--- config.mk ---
export PLATFORM = sky130hd
export DESIGN_NAME = decode_issue_ctrl_flat
export DESIGN_NICKNAME = d
export VERILOG_FILES = /design/src/rtl/decode_issue_ctrl_pkg.sv /design/src/rtl/decode_issue_ctrl_if.sv /design/src/rtl/decode_issue_ctrl_reg_scoreboard.sv /design/src/rtl/decode_issue_ctrl.sv /design/src/flat_wrapper.sv
export SDC_FILE = /design/constraint.sdc
export NUM_CORES = 1
export LEC_CHECK = 0
export CELL_PAD_IN_SITES_DETAIL_PLACEMENT = 1
export CELL_PAD_IN_SITES_GLOBAL_PLACEMENT = 1
export CORE_MARGIN = 5
export CORE_UTILIZATION = 30
export CTS_CLUSTER_SIZE = 12
export DETAILED_ROUTE_END_ITERATION = 10
export GPL_ROUTABILITY_DRIVEN = 0
export PLACE_DENSITY = 0.7
export SYNTH_ARGS = -nofsm -noshare
export SYNTH_HDL_FRONTEND = slang
export SYNTH_SLANG_ARGS = --single-unit
--- constraint.sdc ---
create_clock -name clk -period 4.6 [get_ports clk]
set_input_delay 0.69 -clock clk [delete_from_list [all_inputs] [get_ports clk]]
set_output_delay 0.69 -clock clk [all_outputs]
set_load 0.01 [all_outputs]
--- src/rtl/decode_issue_ctrl_pkg.sv ---
// Shared types and constants for the decode issue controller.
package decode_issue_ctrl_pkg;

  localparam int unsigned REG_IDX_W   = 5;
  localparam int unsigned FLUSH_CNT_W = 4;

  localparam logic [REG_IDX_W-1:0] ZERO_REG = '0;

  typedef enum logic [1:0] {
    ST_RUN   = 2'd0,
    ST_STALL = 2'd1,
    ST_FLUSH = 2'd2
  } state_e;

  // A register reference only matters when it is used and is not x0.
  function automatic logic is_live(input logic vld, input logic [REG_IDX_W-1:0] idx);
    return vld && (idx != ZERO_REG);
  endfunction

endpackage

--- src/rtl/decode_issue_ctrl_if.sv ---
// Decode/writeback/redirect inputs and buffer controls of the issue controller.
interface decode_issue_ctrl_if
  import decode_issue_ctrl_pkg::*;
#(
  parameter int unsigned CNT_W = 16
);

  logic                 id_valid;
  logic [REG_IDX_W-1:0] rs1;
  logic [REG_IDX_W-1:0] rs2;
  logic                 rs1_valid;
  logic                 rs2_valid;
  logic [REG_IDX_W-1:0] rd;
  logic                 rd_valid;
  logic                 wb_valid;
  logic [REG_IDX_W-1:0] wb_rd;
  logic                 redirect;
  logic                 issue;
  logic                 bubble;
  logic                 stall;
  logic                 flushing;
  logic [CNT_W-1:0]     stall_cnt;

  modport master (
    output id_valid, rs1, rs2, rs1_valid, rs2_valid, rd, rd_valid,
           wb_valid, wb_rd, redirect,
    input  issue, bubble, stall, flushing, stall_cnt
  );

  modport slave (
    input  id_valid, rs1, rs2, rs1_valid, rs2_valid, rd, rd_valid,
           wb_valid, wb_rd, redirect,
    output issue, bubble, stall, flushing, stall_cnt
  );

endinterface

--- src/rtl/decode_issue_ctrl_reg_scoreboard.sv ---
// Pending-write bit per architectural register, with write-first writeback bypass.
module reg_scoreboard
  import decode_issue_ctrl_pkg::*;
#(
  parameter int unsigned NREGS = 32
) (
  input  logic                 clk,
  input  logic                 rst,
  input  logic                 set_en,
  input  logic [REG_IDX_W-1:0] set_idx,
  input  logic                 clr_en,
  input  logic [REG_IDX_W-1:0] clr_idx,
  input  logic [REG_IDX_W-1:0] rs1_idx,
  input  logic [REG_IDX_W-1:0] rs2_idx,
  input  logic [REG_IDX_W-1:0] rd_idx,
  output logic                 rs1_pend_c,
  output logic                 rs2_pend_c,
  output logic                 rd_pend_c
);

  logic [NREGS-1:0] pend_q;
  logic [NREGS-1:0] pend_d;

  // Clear on writeback, then set on issue so a same-cycle set wins; x0 never pends.
  always_comb begin
    pend_d = pend_q;
    if (clr_en) begin
      pend_d[clr_idx] = 1'b0;
    end
    if (set_en && (set_idx != ZERO_REG)) begin
      pend_d[set_idx] = 1'b1;
    end
    pend_d[0] = 1'b0;
  end

  // Pending vector register.
  always_ff @(posedge clk or negedge rst) begin
    if (!rst) begin
      pend_q <= '0;
    end else begin
      pend_q <= pend_d;
    end
  end

  // A register retiring this cycle reads as not pending (write-first register file).
  assign rs1_pend_c = pend_q[rs1_idx] && !(clr_en && (clr_idx == rs1_idx));
  assign rs2_pend_c = pend_q[rs2_idx] && !(clr_en && (clr_idx == rs2_idx));
  assign rd_pend_c  = pend_q[rd_idx]  && !(clr_en && (clr_idx == rd_idx));

endmodule

--- src/rtl/decode_issue_ctrl.sv ---
// Issue controller: hazard stall, bubble insertion and post-redirect flush sequencing.
module decode_issue_ctrl
  import decode_issue_ctrl_pkg::*;
#(
  parameter int unsigned NREGS        = 32,
  parameter int unsigned FLUSH_CYCLES = 2,
  parameter int unsigned CNT_W        = 16
) (
  input logic                clk,
  input logic                rst,
  decode_issue_ctrl_if.slave dif
);

  localparam logic [FLUSH_CNT_W-1:0] FLUSH_LOAD = FLUSH_CNT_W'(FLUSH_CYCLES - 1);

  state_e                 state_q;
  state_e                 state_d;
  logic [FLUSH_CNT_W-1:0] flush_cnt_q;
  logic [FLUSH_CNT_W-1:0] flush_cnt_d;
  logic [CNT_W-1:0]       stall_cnt_q;

  logic rs1_pend_c;
  logic rs2_pend_c;
  logic rd_pend_c;
  logic raw_c;
  logic waw_c;
  logic hazard_c;
  logic issue_c;
  logic bubble_c;
  logic stall_c;
  logic set_en_c;

  assign set_en_c = issue_c && is_live(dif.rd_valid, dif.rd);

  reg_scoreboard #(
    .NREGS (NREGS)
  ) u_scoreboard (
    .clk        (clk),
    .rst        (rst),
    .set_en     (set_en_c),
    .set_idx    (dif.rd),
    .clr_en     (dif.wb_valid),
    .clr_idx    (dif.wb_rd),
    .rs1_idx    (dif.rs1),
    .rs2_idx    (dif.rs2),
    .rd_idx     (dif.rd),
    .rs1_pend_c (rs1_pend_c),
    .rs2_pend_c (rs2_pend_c),
    .rd_pend_c  (rd_pend_c)
  );

  // Zero-latency hazard detection on the instruction currently in decode.
  always_comb begin
    raw_c    = (is_live(dif.rs1_valid, dif.rs1) && rs1_pend_c) ||
               (is_live(dif.rs2_valid, dif.rs2) && rs2_pend_c);
    waw_c    = is_live(dif.rd_valid, dif.rd) && rd_pend_c;
    hazard_c = dif.id_valid && (raw_c || waw_c);
  end

  // FSM state and flush counter registers.
  always_ff @(posedge clk or negedge rst) begin
    if (!rst) begin
      state_q     <= ST_RUN;
      flush_cnt_q <= '0;
    end else begin
      state_q     <= state_d;
      flush_cnt_q <= flush_cnt_d;
    end
  end

  // Next state; any redirect (re)starts the flush window.
  always_comb begin
    state_d     = state_q;
    flush_cnt_d = flush_cnt_q;
    unique case (state_q)
      ST_RUN: begin
        if (dif.redirect) begin
          state_d     = ST_FLUSH;
          flush_cnt_d = FLUSH_LOAD;
        end else if (hazard_c) begin
          state_d = ST_STALL;
        end
      end
      ST_STALL: begin
        if (dif.redirect) begin
          state_d     = ST_FLUSH;
          flush_cnt_d = FLUSH_LOAD;
        end else if (!hazard_c) begin
          state_d = ST_RUN;
        end
      end
      ST_FLUSH: begin
        if (dif.redirect) begin
          flush_cnt_d = FLUSH_LOAD;
        end else if (flush_cnt_q == '0) begin
          state_d = ST_RUN;
        end else begin
          flush_cnt_d = flush_cnt_q - FLUSH_CNT_W'(1);
        end
      end
      default: begin
        state_d     = ST_RUN;
        flush_cnt_d = '0;
      end
    endcase
  end

  // Buffer controls: bubble unless a hazard-free valid instruction may issue.
  always_comb begin
    issue_c  = 1'b0;
    bubble_c = 1'b1;
    stall_c  = 1'b0;
    if ((state_q == ST_FLUSH) || dif.redirect) begin
      stall_c = 1'b0;
    end else if (hazard_c) begin
      stall_c = 1'b1;
    end else if (dif.id_valid) begin
      issue_c  = 1'b1;
      bubble_c = 1'b0;
    end
  end

  // Saturating stall-cycle counter.
  always_ff @(posedge clk or negedge rst) begin
    if (!rst) begin
      stall_cnt_q <= '0;
    end else if (stall_c && (stall_cnt_q != '1)) begin
      stall_cnt_q <= stall_cnt_q + CNT_W'(1);
    end
  end

  assign dif.issue     = issue_c;
  assign dif.bubble    = bubble_c;
  assign dif.stall     = stall_c;
  assign dif.flushing  = (state_q == ST_FLUSH);
  assign dif.stall_cnt = stall_cnt_q;

endmodule
--- src/flat_wrapper.sv ---
// flat-port wrapper written by rule: the top's interface ports become plain ports
module decode_issue_ctrl_flat import decode_issue_ctrl_pkg::*;
#(
  parameter int unsigned NREGS        = 32,
  parameter int unsigned FLUSH_CYCLES = 2,
  parameter int unsigned CNT_W        = 16
)
  (clk, rst, dif_id_valid, dif_rs1, dif_rs2, dif_rs1_valid, dif_rs2_valid, dif_rd, dif_rd_valid, dif_wb_valid, dif_wb_rd, dif_redirect, dif_issue, dif_bubble, dif_stall, dif_flushing, dif_stall_cnt);
  decode_issue_ctrl_if #(.CNT_W(CNT_W)) dif_i ();
  input logic clk;
  input logic rst;
  input wire logic [$bits(dif_i.id_valid)-1:0] dif_id_valid;
  input wire logic [$bits(dif_i.rs1)-1:0] dif_rs1;
  input wire logic [$bits(dif_i.rs2)-1:0] dif_rs2;
  input wire logic [$bits(dif_i.rs1_valid)-1:0] dif_rs1_valid;
  input wire logic [$bits(dif_i.rs2_valid)-1:0] dif_rs2_valid;
  input wire logic [$bits(dif_i.rd)-1:0] dif_rd;
  input wire logic [$bits(dif_i.rd_valid)-1:0] dif_rd_valid;
  input wire logic [$bits(dif_i.wb_valid)-1:0] dif_wb_valid;
  input wire logic [$bits(dif_i.wb_rd)-1:0] dif_wb_rd;
  input wire logic [$bits(dif_i.redirect)-1:0] dif_redirect;
  output wire logic [$bits(dif_i.issue)-1:0] dif_issue;
  output wire logic [$bits(dif_i.bubble)-1:0] dif_bubble;
  output wire logic [$bits(dif_i.stall)-1:0] dif_stall;
  output wire logic [$bits(dif_i.flushing)-1:0] dif_flushing;
  output wire logic [$bits(dif_i.stall_cnt)-1:0] dif_stall_cnt;
  assign dif_i.id_valid = dif_id_valid;
  assign dif_i.rs1 = dif_rs1;
  assign dif_i.rs2 = dif_rs2;
  assign dif_i.rs1_valid = dif_rs1_valid;
  assign dif_i.rs2_valid = dif_rs2_valid;
  assign dif_i.rd = dif_rd;
  assign dif_i.rd_valid = dif_rd_valid;
  assign dif_i.wb_valid = dif_wb_valid;
  assign dif_i.wb_rd = dif_wb_rd;
  assign dif_i.redirect = dif_redirect;
  assign dif_issue = dif_i.issue;
  assign dif_bubble = dif_i.bubble;
  assign dif_stall = dif_i.stall;
  assign dif_flushing = dif_i.flushing;
  assign dif_stall_cnt = dif_i.stall_cnt;
  decode_issue_ctrl #(.NREGS(NREGS), .FLUSH_CYCLES(FLUSH_CYCLES), .CNT_W(CNT_W)) u_core (.clk(clk), .rst(rst), .dif(dif_i));
endmodule
==> impl_metrics.py, run 1 <==
metrics = {
    "cts": {
        "clockRootBuffer": "clkbuf_16",
        "cts-hold-fix-buffers": 0,
        "cts.sinks": 53,
        "cts_max_level": 2,
        "cts-resized-gates": 0,
        "cts.clk_slew.worst_paths_ps": 70,
        "cts_buffers": 5,
        "post_cts_buffers": 0,
        "cts_tree": "built",
        "clk_path_buf_depth": 2,
        "worstSkewPairLatency_ps": 300,
    },
    "critical_path": {
        "r2r_setup_slack_ps": 1400,
        "r2r_start": "u_core.u_scoreboard.pend_q[7]$_DFF_PN0_",
        "arrival_ps": 3470,
        "cp-end-kind": "output pin",
        "r2r_end": "u_core.u_scoreboard.pend_q[2]$_DFF_PN0_",
        "crit_path_frequent_cell": "clkdlybuf4s50_1",
        "crit_path_end": "dif_issue",
        "worstSetupPathType": "input pin to output pin",
        "critical-path-max-stage-delay_ps": 730,
        "worstPathMaxFanout": 7,
        "worstPathCellList": "clkdlybuf4s50_1 -> mux4_2 -> mux2i_1 -> nand3_1 -> and3_1 -> a22oi_2 -> nand3_2 -> inv_1 -> clkdlybuf4s50_1",
        "worst-r2r-cell-count": 8,
        "critPathRequiredTime_ps": 3910,
        "critPathLaunchType": "input pin",
        "crit_path_start": "dif_rs1[0]",
        "cp_slowest_cell": "clkdlybuf4s50_1",
    },
    "placed_design": {
        "port_buffers": 47,
        "dp_hpwl_um": 8517,
    },
    "logic_synthesis": {
        "syn-num-nets": 384,
        "synth_area_mm2": 0.003595,
        "yosysUniqueCellTypes": 52,
        "synth_edf_count": 0,
        "synth-seq-area-share_pct": 36.90,
        "synthCells": 353,
        "synth-seq-cells": 53,
        "async_reset_ff_share_pct": 100.0,
        "syn-mean-instance-area_um2": 10.18,
        "synth-main-ff-cell": "dfrtp_1",
        "synth_warnings": 0,
    },
    "floorplan": {
        "row_count": 40,
        "dieArea_mm2": 0.01427,
        "start_util_pct": 30.31,
        "core-area_mm2": 0.01186,
        "num_io_pins": 48,
        "fp.dieW_um": 119.5,
        "die_h_um": 119.5,
    },
    "routing": {
        "drc": 0,
        "wl_per_cell_um": 21.37,
        "first_pass_iters": 4,
        "via_per_inst": 5.834,
        "totalWireLength_um": 11610,
        "antenna_left": 0,
        "num_vias": 3168,
        "drtIter0Drc": 270,
    },
    "timing": {
        "hold_violations": 0,
        "rsz0062_at_grt": "false",
        "drv_slew": 0,
        "finalCritPeriodShare_pct": 90.41,
        "skew_ps": 6.090,
        "period_needed_ps": 4159,
        "setup_viol": 0,
        "slew_headroom_pct": 50.93,
        "worst_pin_slew_ps": 730.4,
        "finalSetupTns_ps": 0,
        "whs_ps": 325.3,
        "fmax_ghz": 0.2405,
    },
    "global_route": {
        "antenna_found_initial": 0,
        "grt_overflow": 0,
        "grt_max_degree": 36,
        "track_usage_pct": 16.51,
        "grt_pass1_wl_um": 18640,
        "grt_pass1_vias": 3289,
    },
    "pwr": {
        "power.leakage_uw": 0.001777,
        "p_per_area_mw_per_mm2": 313.4,
        "ir_drop_mv": 0.1573,
    },
    "cells_and_area": {
        "syn2layout_area_growth_pct": 21.68,
        "drive_gt1_share_pct": 13.13,
        "antenna_cells": 0,
        "nets": 426,
    },
    "job": {
        "drv_cap": 0,
    },
    "hold_path": {
        "hold_class": "input pin to async pin",
    },
    "run_status": {
        "outcome": "finished clean",
    },
}
## worst min path at each step
stage                                         startpoint  slack (ps)                                  endpoint
CTS                                                  rst         340  u_core.u_scoreboard.pend_q[13]$_DFF_PN0_
floorplan                                            rst         390       u_core.dif.stall_cnt[0]$_DFFE_PN0P_
finish                                               rst         330  u_core.u_scoreboard.pend_q[13]$_DFF_PN0_
detailed placement  u_core.dif.stall_cnt[15]$_DFFE_PN0P_         490      u_core.dif.stall_cnt[15]$_DFFE_PN0P_
global route                                         rst         360  u_core.u_scoreboard.pend_q[13]$_DFF_PN0_
global placement     u_core.dif.stall_cnt[6]$_DFFE_PN0P_         480       u_core.dif.stall_cnt[6]$_DFFE_PN0P_
## worst max-delay path: cells and delay by family
family	cells	cell delay, ps
simple gates	3	470
compound gates	1	260
buf+inv	3	1340
mux	2	710
## power breakdown
part           internal, µW  leakage, µW  switching [µW]
Clock                   258    0.0000842             179
Sequential              517     0.000723            62.0
Combinational           168     0.000970             186
Total                   943      0.00178             428
## area by class of cell
class	instances	area, µm²
clock buffers	5	125.1
clock inverters	3	43.79
fillers	1329	7487
inverters	11	41.29
multi-input cells	265	2086
flip-flops and latches	53	1326
well taps	147	183.9
repair buffers	59	568.0
## cell families (layout without fill, tap and decap cells)
| logic type | after synthesis | in the layout | synth area share (%) |
|---|---|---|---|
| compound gates | 96 | 96 | 17.37 |
| xor+xnor | 30 | 30 | 7.309 |
| fa+ha+maj | 3 | 3 | 1.044 |
| buf+inv | 35 | 78 | 5.082 |
| flops | 53 | 53 | 36.90 |
| mux | 39 | 39 | 15.56 |
| simple gates | 97 | 97 | 16.74 |
## metrics by stage
step	worst slack, ps	cells	power (µW)	util [%]	instance area, µm²
6_report	441.3	543	1371	36.88	4374
5_1_grt	293.2	543	1448	36.88	4374
4_1_cts	410.0	543	1386	36.88	4374
3_5_place_dp	398.3	535	945.8	35.45	4205
3_3_place_gp	447.0	535	929.8	35.45	4205
2_1_floorplan	1366	353	789.0	-	3595
## cell usage after synthesis (all sizes together) (9+ instances only)
| cell type | instances | area share (%) |
|---|---|---|
| inv | 11 | 1.1 |
| nor2 | 10 | 1.0 |
| o21ai | 52 | 8.0 |
| buf | 17 | 3.2 |
| nand2 | 14 | 1.5 |
| o31ai | 17 | 3.6 |
| nor3 | 11 | 1.5 |
| mux2i | 24 | 6.7 |
| mux4 | 13 | 8.2 |
| nand3 | 13 | 1.9 |
| nand3b | 9 | 1.9 |
| xor2 | 25 | 6.1 |
| dfrtp | 53 | 37 |
## flip-flops by register name (all words and copies together) (netlist names)
name                        flops
u_core.u_scoreboard.pend_q     31
u_core.dif.stall_cnt           16
u_core.flush_cnt_q              4
u_core.state_q                  2
## cells in the final DEF, fill, tap and decap left out, types with 3 or more instances in the layout
cell | Yosys | final
o22ai_1 | 5 | 5
nor2_1 | 10 | 10
buf_4 | 2 | 11
a21oi_1 | 6 | 6
or4_1 | 3 | 3
o21ai_0 | 43 | 43
or3b_2 | 4 | 4
clkbuf_16 | 0 | 5
o31ai_1 | 17 | 17
nand3b_1 | 9 | 9
nand2_1 | 14 | 14
clkdlybuf4s50_1 | 0 | 46
o21ai_2 | 7 | 7
mux2i_1 | 24 | 24
xor2_1 | 25 | 25
nor4_1 | 6 | 6
inv_1 | 11 | 11
ha_1 | 3 | 3
nand3_1 | 12 | 12
a31oi_1 | 3 | 3
a211oi_1 | 3 | 3
mux4_2 | 12 | 12
xnor2_1 | 5 | 5
and3_1 | 5 | 5
or3_1 | 4 | 4
dfrtp_1 | 53 | 53
or3b_1 | 4 | 4
nor3_1 | 11 | 11
## layer usage
layer | track usage [%] | up-vias | share of wire [%]
li1 | - | 1422 | -
met1 | 21.91 | 1636 | 42
met2 | 27.61 | 98 | 49
met3 | 2.754 | 12 | 6.6
met4 | 4.939 | 0 | 1.7
met5 | 0 | - | 0
Note: power is estimated with default switching activity, not from simulation.
==> run 2, diff against run 1 <==
--- a/config.mk
+++ b/config.mk
@@ -7,7 +7,6 @@
 export LEC_CHECK = 0
 export CELL_PAD_IN_SITES_DETAIL_PLACEMENT = 1
 export CELL_PAD_IN_SITES_GLOBAL_PLACEMENT = 1
-export CORE_MARGIN = 5
 export CORE_UTILIZATION = 30
 export CTS_CLUSTER_SIZE = 12
 export DETAILED_ROUTE_END_ITERATION = 10
==> run 2 against run 1 <==
  * Die area decreased by 13%
  * Cell count decreased by 0.74%
  * Fmax is 1.3% lower
  * Worst hold slack improved by 16 ps
  * Clock-buffer cell count unchanged
  * Highest routed layer unchanged
  * Non-clock buffer count stayed put
  * The run now ends with DRC left
==> impl_metrics.py, run 2 (synthesized netlist as in run 1, its figures left out) <==
metrics = {
    "cts": {
        "cts.clk_slew.worst_paths_ps": 70,
        "post_cts_buffers": 0,
        "clockRootBuffer": "clkbuf_16",
        "cts.sinks": 53,
        "cts_buffers": 5,
        "worstSkewPairLatency_ps": 300,
        "cts_max_level": 2,
        "clk_path_buf_depth": 2,
        "cts-resized-gates": 0,
        "cts_tree": "built",
        "cts-hold-fix-buffers": 0,
    },
    "critical_path": {
        "arrival_ps": 3520,
        "critPathRequiredTime_ps": 3910,
        "worstPathMaxFanout": 11,
        "critPathLaunchType": "input pin",
        "r2r_setup_slack_ps": 1250,
        "r2r_end": "u_core.u_scoreboard.pend_q[2]$_DFF_PN0_",
        "cp-end-kind": "output pin",
        "worstSetupPathType": "input pin to output pin",
        "worst-r2r-cell-count": 8,
        "r2r_start": "u_core.u_scoreboard.pend_q[1]$_DFF_PN0_",
    },
    "pwr": {
        "switching_share_pct": 30.90,
        "ir_drop_mv": 0.1432,
        "p_int_uw": 943.0,
        "p_switching_uw": 421.7,
        "p_clk_share_pct": 32.0,
        "p_per_area_mw_per_mm2": 312.3,
        "power_uw": 1365,
        "comb_power_share_pct": 25.8,
        "p_seq_share_pct": 42.2,
        "power.leakage_uw": 0.001777,
    },
    "cells_and_area": {
        "seq_area_mm2": 0.001326,
        "multi_input_area_mm2": 0.002086,
        "largest_reg_flops": 31,
        "fillers": 1295,
        "syn2layout_area_growth_pct": 21.55,
        "final_cell_mix": "53 x dfrtp_1, 46 x clkdlybuf4s50_1, 43 x o21ai_0",
        "nets": 426,
        "drive_gt1_share_pct": 13.13,
        "antenna_cells": 0,
        "fin_util_pct": 37.78,
        "final_area_mm2": 0.004369,
        "regMostFlops": "u_core.u_scoreboard.pend_q",
        "final_common_cell": "dfrtp_1",
    },
    "floorplan": {
        "num_io_pins": 48,
        "start_util_pct": 31.08,
        "die_h_um": 111.5,
        "fp.dieW_um": 111.5,
        "dieArea_mm2": 0.01242,
        "core-area_mm2": 0.01156,
        "row_count": 39,
    },
    "routing": {
        "via_per_inst": 5.655,
        "totalWireLength_um": 11090,
        "antenna_left": 0,
        "drc": 3,
        "wl_per_cell_um": 20.57,
        "drtIter0Drc": 129,
        "first_pass_iters": 8,
        "num_vias": 3048,
    },
    "run_status": {
        "outcome": "complete, but fails checks",
        "violations": "DRC",
    },
    "timing": {
        "slew_headroom_pct": 47.27,
        "setup_viol": 0,
        "drv_slew": 0,
        "finalSetupTns_ps": 0,
        "finalCritPeriodShare_pct": 91.58,
        "worst_pin_slew_ps": 785.0,
        "rsz0062_at_grt": "false",
        "period_needed_ps": 4213,
        "fmax_ghz": 0.2374,
        "whs_ps": 341.5,
        "hold_violations": 0,
        "skew_ps": 5.751,
    },
    "global_route": {
        "grt_max_degree": 36,
        "met2_usage_pct": 31.96,
        "globalRouteMet3Util_pct": 3.157,
        "antenna_found_initial": 0,
        "busiest_layer": "met2",
        "grt_pass1_vias": 3368,
        "track_usage_pct": 18.56,
        "grt_pass1_wl_um": 18110,
        "use_met1_pct": 23.68,
        "grt_overflow": 0,
    },
    "placed_design": {
        "dp_hpwl_um": 8047,
        "port_buffers": 47,
        "place_area_mm2": 0.004200,
    },
    "hold_path": {
        "hold_class": "input pin to async pin",
    },
    "job": {
        "drv_cap": 0,
    },
}
==> run 2: how the worst max path moves through the flow <==
stage / endpoint / slack [ps] / from / cells past startpoint
floorplan: dif_issue / 1370 / dif_rs1[0] / 10
finish: dif_stall / 390 / dif_rd[2] / 9
CTS: dif_issue / 360 / dif_rs1[0] / 9
global placement: dif_issue / 370 / dif_rs1[0] / 9
global route: dif_stall / 250 / dif_rd[2] / 9
detailed placement: dif_stall / 380 / dif_rd[2] / 9
==> run 2: stage by stage <==
step,std cells,setup WS (ps)
after global placement,531,374.8
after detailed placement,531,377.4
final,539,387.4
after CTS,539,355.9
after global routing,539,248.1
after floorplan,353,1366
==> run 2: area by class of cell <==
cell class / count / share of cell area (%)
Clock buffer: 5 / 2.864
Sequential cell: 53 / 30.36
Timing Repair Buffer: 59 / 13.00
Tap cell: 143 / 4.095
Clock inverter: 3 / 1.002
Multi-Input combinational cell: 265 / 47.74
Inverter: 11 / 0.9450
==> run 2: per-layer routing <==
metal / wire [µm] / vias to the layer above
li1: - / 1407
met1: 4814 / 1548
met2: 5509 / 77
met3: 534 / 16
met4: 227 / 0
met5: 0 / -
==> run 2: power groups by stage <==
stage                     Clock [µW]  Combinational (µW)  Sequential [µW]
after floorplan                    0                 215              574
after global placement             0                 344              581
after detailed placement           0                 355              586
after CTS                        450                 357              577
after global routing             460                 390              586
final                            436                 352              576
==> run 2: worst max-delay path: stages <==
cell	delay [ps]
clkdlybuf4s50_1	690
or3b_1	520
o22ai_1	230
nor2_1	70
o221ai_1	240
a22oi_2	170
a211o_1	310
inv_1	70
clkdlybuf4s50_1	530
